### config.mk
export PLATFORM = sky130hd
export DESIGN_NAME = reg_file_8x32
export DESIGN_NICKNAME = d
export VERILOG_FILES = /design/src/rtl/reg_file_8x32_pkg.sv /design/src/rtl/reg_file_8x32_decoder.sv /design/src/rtl/reg_file_8x32.sv
export SDC_FILE = /design/constraint.sdc
export NUM_CORES = 1
export LEC_CHECK = 0
export BUFFER_PORTS_ARGS = -buffer_cell sky130_fd_sc_hd__buf_2
export CORE_AREA = 2 2 172 300
export CTS_BUF_LIST = sky130_fd_sc_hd__clkbuf_16
export CTS_CLUSTER_DIAMETER = 60
export DETAILED_ROUTE_END_ITERATION = 8
export DIE_AREA = 0 0 174 302
export SYNTH_ARGS = -nofsm -noshare
export SYNTH_HDL_FRONTEND = slang
export SYNTH_SLANG_ARGS = --single-unit
### constraint.sdc
create_clock -name clk -period 2.75 [get_ports clk]
set_input_delay 0.1375 -clock clk [delete_from_list [all_inputs] [get_ports clk]]
set_output_delay 0.1375 -clock clk [all_outputs]
set_load 0.03 [all_outputs]
### src/rtl/reg_file_8x32_pkg.sv
// Shared sizing and index type for the 8-entry register file and its decoders.
package reg_file_8x32_pkg;
   localparam int REG_ADDR_W   = 3;
   localparam int NUM_REGS     = 8;
   localparam int DEF_DATA_W   = 32;

   typedef logic [REG_ADDR_W-1:0] reg_addr_t;
endpackage

### src/rtl/reg_file_8x32_decoder.sv
// One-hot 3-to-8 decoder with enable; a is the MSB of the index, c the LSB.
module three_to_eight_decoder (
   output logic [7:0] out,
   input  logic       a,
   input  logic       b,
   input  logic       c,
   input  logic       en
);
   always_comb begin
      out = 8'h00;
      if (en) out = 8'h01 << {a, b, c};
   end
endmodule

### src/rtl/reg_file_8x32.sv
// Eight-entry register file with a per-register busy scoreboard and two
// combinational read ports with optional writeback bypass.
module reg_file_8x32
   import reg_file_8x32_pkg::*;
#(
   parameter int DATA_W    = DEF_DATA_W,
   parameter bit ZERO_REG0 = 1'b1,
   parameter bit BYPASS    = 1'b1
) (
   input  logic              clk,
   input  logic              rst_n,
   input  logic              wb_en,
   input  reg_addr_t         wb_addr,
   input  logic [DATA_W-1:0] wb_data,
   input  logic              iss_en,
   input  reg_addr_t         iss_addr,
   input  reg_addr_t         ra_addr,
   output logic [DATA_W-1:0] ra_data,
   output logic              ra_busy,
   input  reg_addr_t         rb_addr,
   output logic [DATA_W-1:0] rb_data,
   output logic              rb_busy,
   output logic [NUM_REGS-1:0] busy_vec
);
   logic [NUM_REGS-1:0] we;
   logic [NUM_REGS-1:0] set;
   logic [DATA_W-1:0]   regs_q [NUM_REGS];
   logic [DATA_W-1:0]   regs_d [NUM_REGS];
   logic [NUM_REGS-1:0] busy_q;
   logic [NUM_REGS-1:0] busy_d;
   logic                ra_zero, rb_zero, ra_hit, rb_hit;

   three_to_eight_decoder u_wb_dec (
      .out (we),
      .a   (wb_addr[2]),
      .b   (wb_addr[1]),
      .c   (wb_addr[0]),
      .en  (wb_en)
   );

   three_to_eight_decoder u_iss_dec (
      .out (set),
      .a   (iss_addr[2]),
      .b   (iss_addr[1]),
      .c   (iss_addr[0]),
      .en  (iss_en)
   );

   // Set is ORed in after the clear so a new producer keeps ownership.
   always_comb begin
      busy_d = busy_q;
      for (int i = 0; i < NUM_REGS; i++) begin
         regs_d[i] = regs_q[i];
         if (we[i] && !(ZERO_REG0 && i == 0)) regs_d[i] = wb_data;
         busy_d[i] = set[i] | (busy_q[i] & ~we[i]);
      end
      if (ZERO_REG0) busy_d[0] = 1'b0;
   end

   always_ff @(posedge clk or negedge rst_n) begin
      if (!rst_n) begin
         busy_q <= '0;
         for (int i = 0; i < NUM_REGS; i++) regs_q[i] <= '0;
      end else begin
         busy_q <= busy_d;
         for (int i = 0; i < NUM_REGS; i++) regs_q[i] <= regs_d[i];
      end
   end

   always_comb begin
      ra_zero = ZERO_REG0 && (ra_addr == '0);
      rb_zero = ZERO_REG0 && (rb_addr == '0);
      ra_hit  = BYPASS && wb_en && (wb_addr == ra_addr) && !ra_zero;
      rb_hit  = BYPASS && wb_en && (wb_addr == rb_addr) && !rb_zero;

      if (ra_zero)     ra_data = '0;
      else if (ra_hit) ra_data = wb_data;
      else             ra_data = regs_q[ra_addr];

      if (rb_zero)     rb_data = '0;
      else if (rb_hit) rb_data = wb_data;
      else             rb_data = regs_q[rb_addr];

      ra_busy = ra_hit ? 1'b0 : busy_q[ra_addr];
      rb_busy = rb_hit ? 1'b0 : busy_q[rb_addr];
   end

   assign busy_vec = busy_q;
endmodule

# Word-level counts from Yosys, hierarchy flattened
# Index checks and enable logic that the tools add are counted.
# op_classes
addsub	0
n_mul	0
div	0
magnitude_cmp	4
eq_ne	2
shift	2
n_mux	18
bitwise_logic	23
n_reduce_logical	8
# ops
operator	n
$mux W32	8
$bmux W32 S3	2
$mux W8	2
$shl A1 B3 Y8 const A	2
$ge A4 B4 Y1 const B	2
$lt A3 B4 Y1 const B	2
$not A3 Y4	2
$and A1 B1 Y1	7
$not A1 Y1	7
$or A1 B1 Y1	7
$bmux W1 S3	2
$eq A3 B3 Y1	2
$logic_not A3 Y1	2
$logic_and A1 B1 Y1	4
$mux W1	4
$logic_not A1 Y1	2
# word_totals
regBits	231
latch_bits	0
mem_bits_rw	0
mem_bits_ro	0
inputBits	48
output_inout_bits	74
wordCells	65
memories	0

# Longest topological paths before layout
# logic_depth
ltp_word	6
mapped_depth	8
depth_no_buf	5

# Modules after synthesis
# Synthesis repeated with hierarchy kept, for this count alone.
# hier_totals
cells_unflattened	1127
hier_area_um2	12922.4
# modules_own_cells
mod	instances	cells_per_inst	area_per_inst_um2	seq_area_each_um2
reg_file_8x32	1	1111	12732.2	5780.5
three_to_eight_decoder	2	8	95.1	0.0

# Least setup slack after synthesis
# No wires, ideal clock.
# synth_timing
path_type	input to output
from	input rb_addr[0]
to	output rb_data[10]
t_arrival_ns	1.764
t_required_ns	2.612
slack_ns	0.849
stages	5
path_cell_list	buf_2 > clkbuf_1 > clkbuf_1 > a221oi_1 > o31ai_1
# synth_via
elab_chain_len	6
word_cells_on_any_way	11
cone_classes	eq/ne (1); mux (5); bitwise (1); reduce/logical (4)
# synth_rtl
item	line	text
start: declaration	reg_file_8x32.sv:20	input reg_addr_t rb_addr,
$not A3 Y4 (not written as such)	reg_file_8x32.sv:82	else rb_data = regs_q[rb_addr];
$bmux W32 S3	reg_file_8x32.sv:82	
$mux W32 (not written as such) (2 in series)	reg_file_8x32.sv:82	
$mux W32	reg_file_8x32.sv:81	else if (rb_hit) rb_data = wb_data;
$mux W32 (*)	reg_file_8x32.sv:80	if (rb_zero) rb_data = '0;
end: declaration	reg_file_8x32.sv:21	output logic [DATA_W-1:0] rb_data,
# Mark *: on every way between the ends. The rest lies on a longest branch, timed or not. The select of a mux whose other input is x is not followed.

# Final worst setup path
# layout_timing
from	input ra_addr[2]
to	output ra_data[10]
# layout_via
elab_chain_len	6
word_cells_on_any_way	11
cone_classes	eq/ne (1); mux (5); bitwise (1); reduce/logical (4)
# layout_rtl
item	line	text
start: declaration	reg_file_8x32.sv:17	input reg_addr_t ra_addr,
$not A3 Y4 (not written as such)	reg_file_8x32.sv:78	else ra_data = regs_q[ra_addr];
$bmux W32 S3	reg_file_8x32.sv:78	
$mux W32 (not written as such) (2 in series)	reg_file_8x32.sv:78	
$mux W32	reg_file_8x32.sv:77	else if (ra_hit) ra_data = wb_data;
$mux W32 (*)	reg_file_8x32.sv:76	if (ra_zero) ra_data = '0;
end: declaration	reg_file_8x32.sv:18	output logic [DATA_W-1:0] ra_data,
# Marked as above.

==> impl_results.md <==
* Status: completed
* H-tree levels at 1
* F_max at 442.8 MHz
* Routability congestion estimate at between 0.8 and 0.9
* Post-synth top area share at 44.95%
* Hold endpoint: regs_q[134]
* Residual DRC at 0
* Vias per cell at ~5.2
* Mapped Area at between 10000 and 15000 um2
* Fillcell total at 5190
* Main synth FF type: dfrtp_1
* Unrepaired setup endpoints after global routing: false
* Total power draw at 0.01110 W
* Min-delay src: wb_data[6]
* Crit path launch type: primary input
* Slew @ Worst Pin at around 0.71 ns
* Clock Tree Buf Depth at 3
* Vias in the first global route at approximately 11000
* Hold path depth at 2
* Hold slack at roughly 0.021 ns
* Area leader, netlist: dfrtp_1
* Crit path cell chain: buf_2 > nand3b_1 > buf_4 > o22ai_1 > a21oi_1 > o211ai_1 > a21oi_1 > buf_2
* WL per Instance at roughly 22 um
* I/O pin total at about 120
* Setup TNS at 0 ns
* Cell count after synthesis at between 1000 and 1500
* Setup violators final at 0
* Later-pin clock latency in the skew report at 0.54 ns
* Global-route wire length before repair at roughly 64000 um
* DP HPWL at about 27000 um
* DR pass1 iterations at 5
* Slew Limit Fails at 0
* R2R depth at 3
* Worst r2r src: busy_vec[4]
* Fin worst setup slack at approximately 0.5 ns
* Number of synthesized flops with an enable pin at 0
* Clock sinks at about 230
* Period minus WS final at ~2.3 ns
* Final Cycle Share at between 80% and 90%
* Final nets at 1285
* Final wirelength at between 40000 and 50000 um
* Initial core utilization at 25.62%
* Row count at 109
* Syn. warnings at 0
* Core ar. at 50190 um2
* Pre-CTS setup slack at 0.5253 ns
* Diodes inserted at 0
* Hold/Removal Path Class: in2reg
* Setup Crit Path Kind: in2out
* Antenna violations before repair at 6
* CP Data Required Time at roughly 2.6 ns
* Clock Skew at 0 ns
* Largest net degree at the start of global routing at 85
* PwrDens at a little over 700 nW/um2
* Port bufs at 120
* Slowest cell on crit path: buf_2
* GRT Overall Usage at 15.83%
* Chip height at between 300 and 400 um
* Die area at 52550 um2
* Most frequent cells in the layout: mux2_2 (259), dfrtp_1 (231), buf_2 (116), nand2_1 (77), nor2_1 (66)
* Die extent in x at about 170 um
* Grt total ovfl at 0
* CTS Buf Count at 22
* Worst Setup End Kind: primary output
* Share of cells above drive strength 1 at roughly 41%
* VDD IR-drop max at between 0.3 and 0.4 mV
* Syn_nets at 1156
* Final Hold Violating Endpoints at 0
* R2r setup slk at about 1.5 ns
* Async set-reset flop share out of synthesis at between 90% and 100%
* Top post-synthesis cells by area: dfrtp_1 (45%), mux2_2 (23%), mux4_2 (6.0%)
* CTS root buffer: clkbuf_16
* CTS clk-pin slew, worst paths at ~0.070 ns
* End of the worst register-to-register path: busy_vec[4]
* Slew headroom at between 50% and 60%
* Layout area overhead at 20.02%
* Syn_area_per_cell at around 12 um2
* Post-synthesis sequential area ratio at 44.95%
* Routed vias at roughly 10000
* Worst EP arrival at approximately 2.1 ns
* Post-cts sizing count at 0
* Yosys reg bits at 231
* Max_cap viols at 0
* Lkg Pwr at 6.303 nW
* Final ANT Viol Nets at 0
* Commonest non-fill, non-tap cell in the layout: mux2_2
* CTS tree: yes
* CP max FO at 18
* Yosys cell types at 41
* Max incr delay on CP at roughly 0.40 ns
* DRT iter0 DRCs at slightly below 600
## registers in the layout (all words and copies together), names as in the netlist
signal	count
busy_vec	7
regs_q	224
## synthesized netlist by cell type, types with 3 or more instances
master	number
a21oi_1	65
a221oi_1	31
buf_2	57
buf_4	7
buf_6	7
clkbuf_1	33
dfrtp_1	231
inv_1	4
mux2_2	259
mux2i_1	32
mux4_2	34
nand2_1	77
nand2b_1	3
nand3b_1	3
nand4b_1	3
nor2_1	67
nor2b_1	32
o211ai_1	29
o21ai_0	9
o22ai_1	64
o31ai_1	33
xnor2_1	4
## routing by layer
layer | wire length [um] | part of all wire, % | up-vias | global-route usage [%]
li1 | - | - | 4395 | -
met1 | 16220 | 38 | 5078 | 17.95
met2 | 21930 | 52 | 369 | 28.94
met3 | 2310 | 5.5 | 118 | 2.451
met4 | 1606 | 3.8 | 12 | 7.663
met5 | 80 | 0.19 | - | 0
## power by group
part | leakage [nW] | internal (W) | switching (W)
Sequential | 2.77 | 0.00415 | 0.000594
Combinational | 3.15 | 0.00147 | 0.00159
Clock | 0.380 | 0.00186 | 0.00144
Total | 6.30 | 0.00748 | 0.00362
## how the worst max path moves through the flow
stage                from          end  slack, ns  cells after the start
2_1_floorplan  rb_addr[0]  rb_data[10]       0.85                      5
3_3_place_gp   ra_addr[2]   ra_data[8]       0.53                      8
3_5_place_dp   ra_addr[2]  ra_data[10]       0.53                      8
4_1_cts        ra_addr[2]  ra_data[10]       0.49                      8
5_1_grt        ra_addr[2]  ra_data[10]       0.38                      8
6_report       ra_addr[2]  ra_data[10]       0.49                      8
## stage by stage
stage	instances	area [um2]	util (%)
6_report	1918	15430	30.75
4_1_cts	1918	15430	30.75
2_1_floorplan	1108	12860	-
3_5_place_dp	1841	14300	28.48
3_3_place_gp	1841	14300	28.48
5_1_grt	1918	15430	30.75
## final cells by class
cell class                      count  area (um2)  area share, %
Multi-Input combinational cell    769        6578          42.62
Sequential cell                   231        5781          37.46
Timing Repair Buffer              209        1469          9.518
Tap cell                          666       833.3          5.400
Clock buffer                       22       550.5          3.567
Clock inverter                     17       206.4          1.338
Inverter                            4       15.01        0.09729
## cell families after synthesis
group | after synthesis | synth area share, %
multiplexers | 325 | 31.13
flip-flops | 231 | 44.95
AND/OR/NAND/NOR | 199 | 7.064
buffers and inverters | 108 | 4.320
XOR/XNOR | 4 | 0.2724
AO/OA/AOI/OAI | 240 | 12.23
other | 1 | 0.02916
## repair_timing
action	CTS	global route
setup buffers	0	0
hold endpoints to repair	291	0
hold buffers	38	0
setup endpoints to repair	0	0
## worst max-delay path: cells and delay by family
kind	cells	cell delay, ns
buffers and inverters	3	0.97
AOI/OAI and AO/OA	4	0.67
and+or+nand+nor	1	0.33
(Power assumes the default switching activity.)
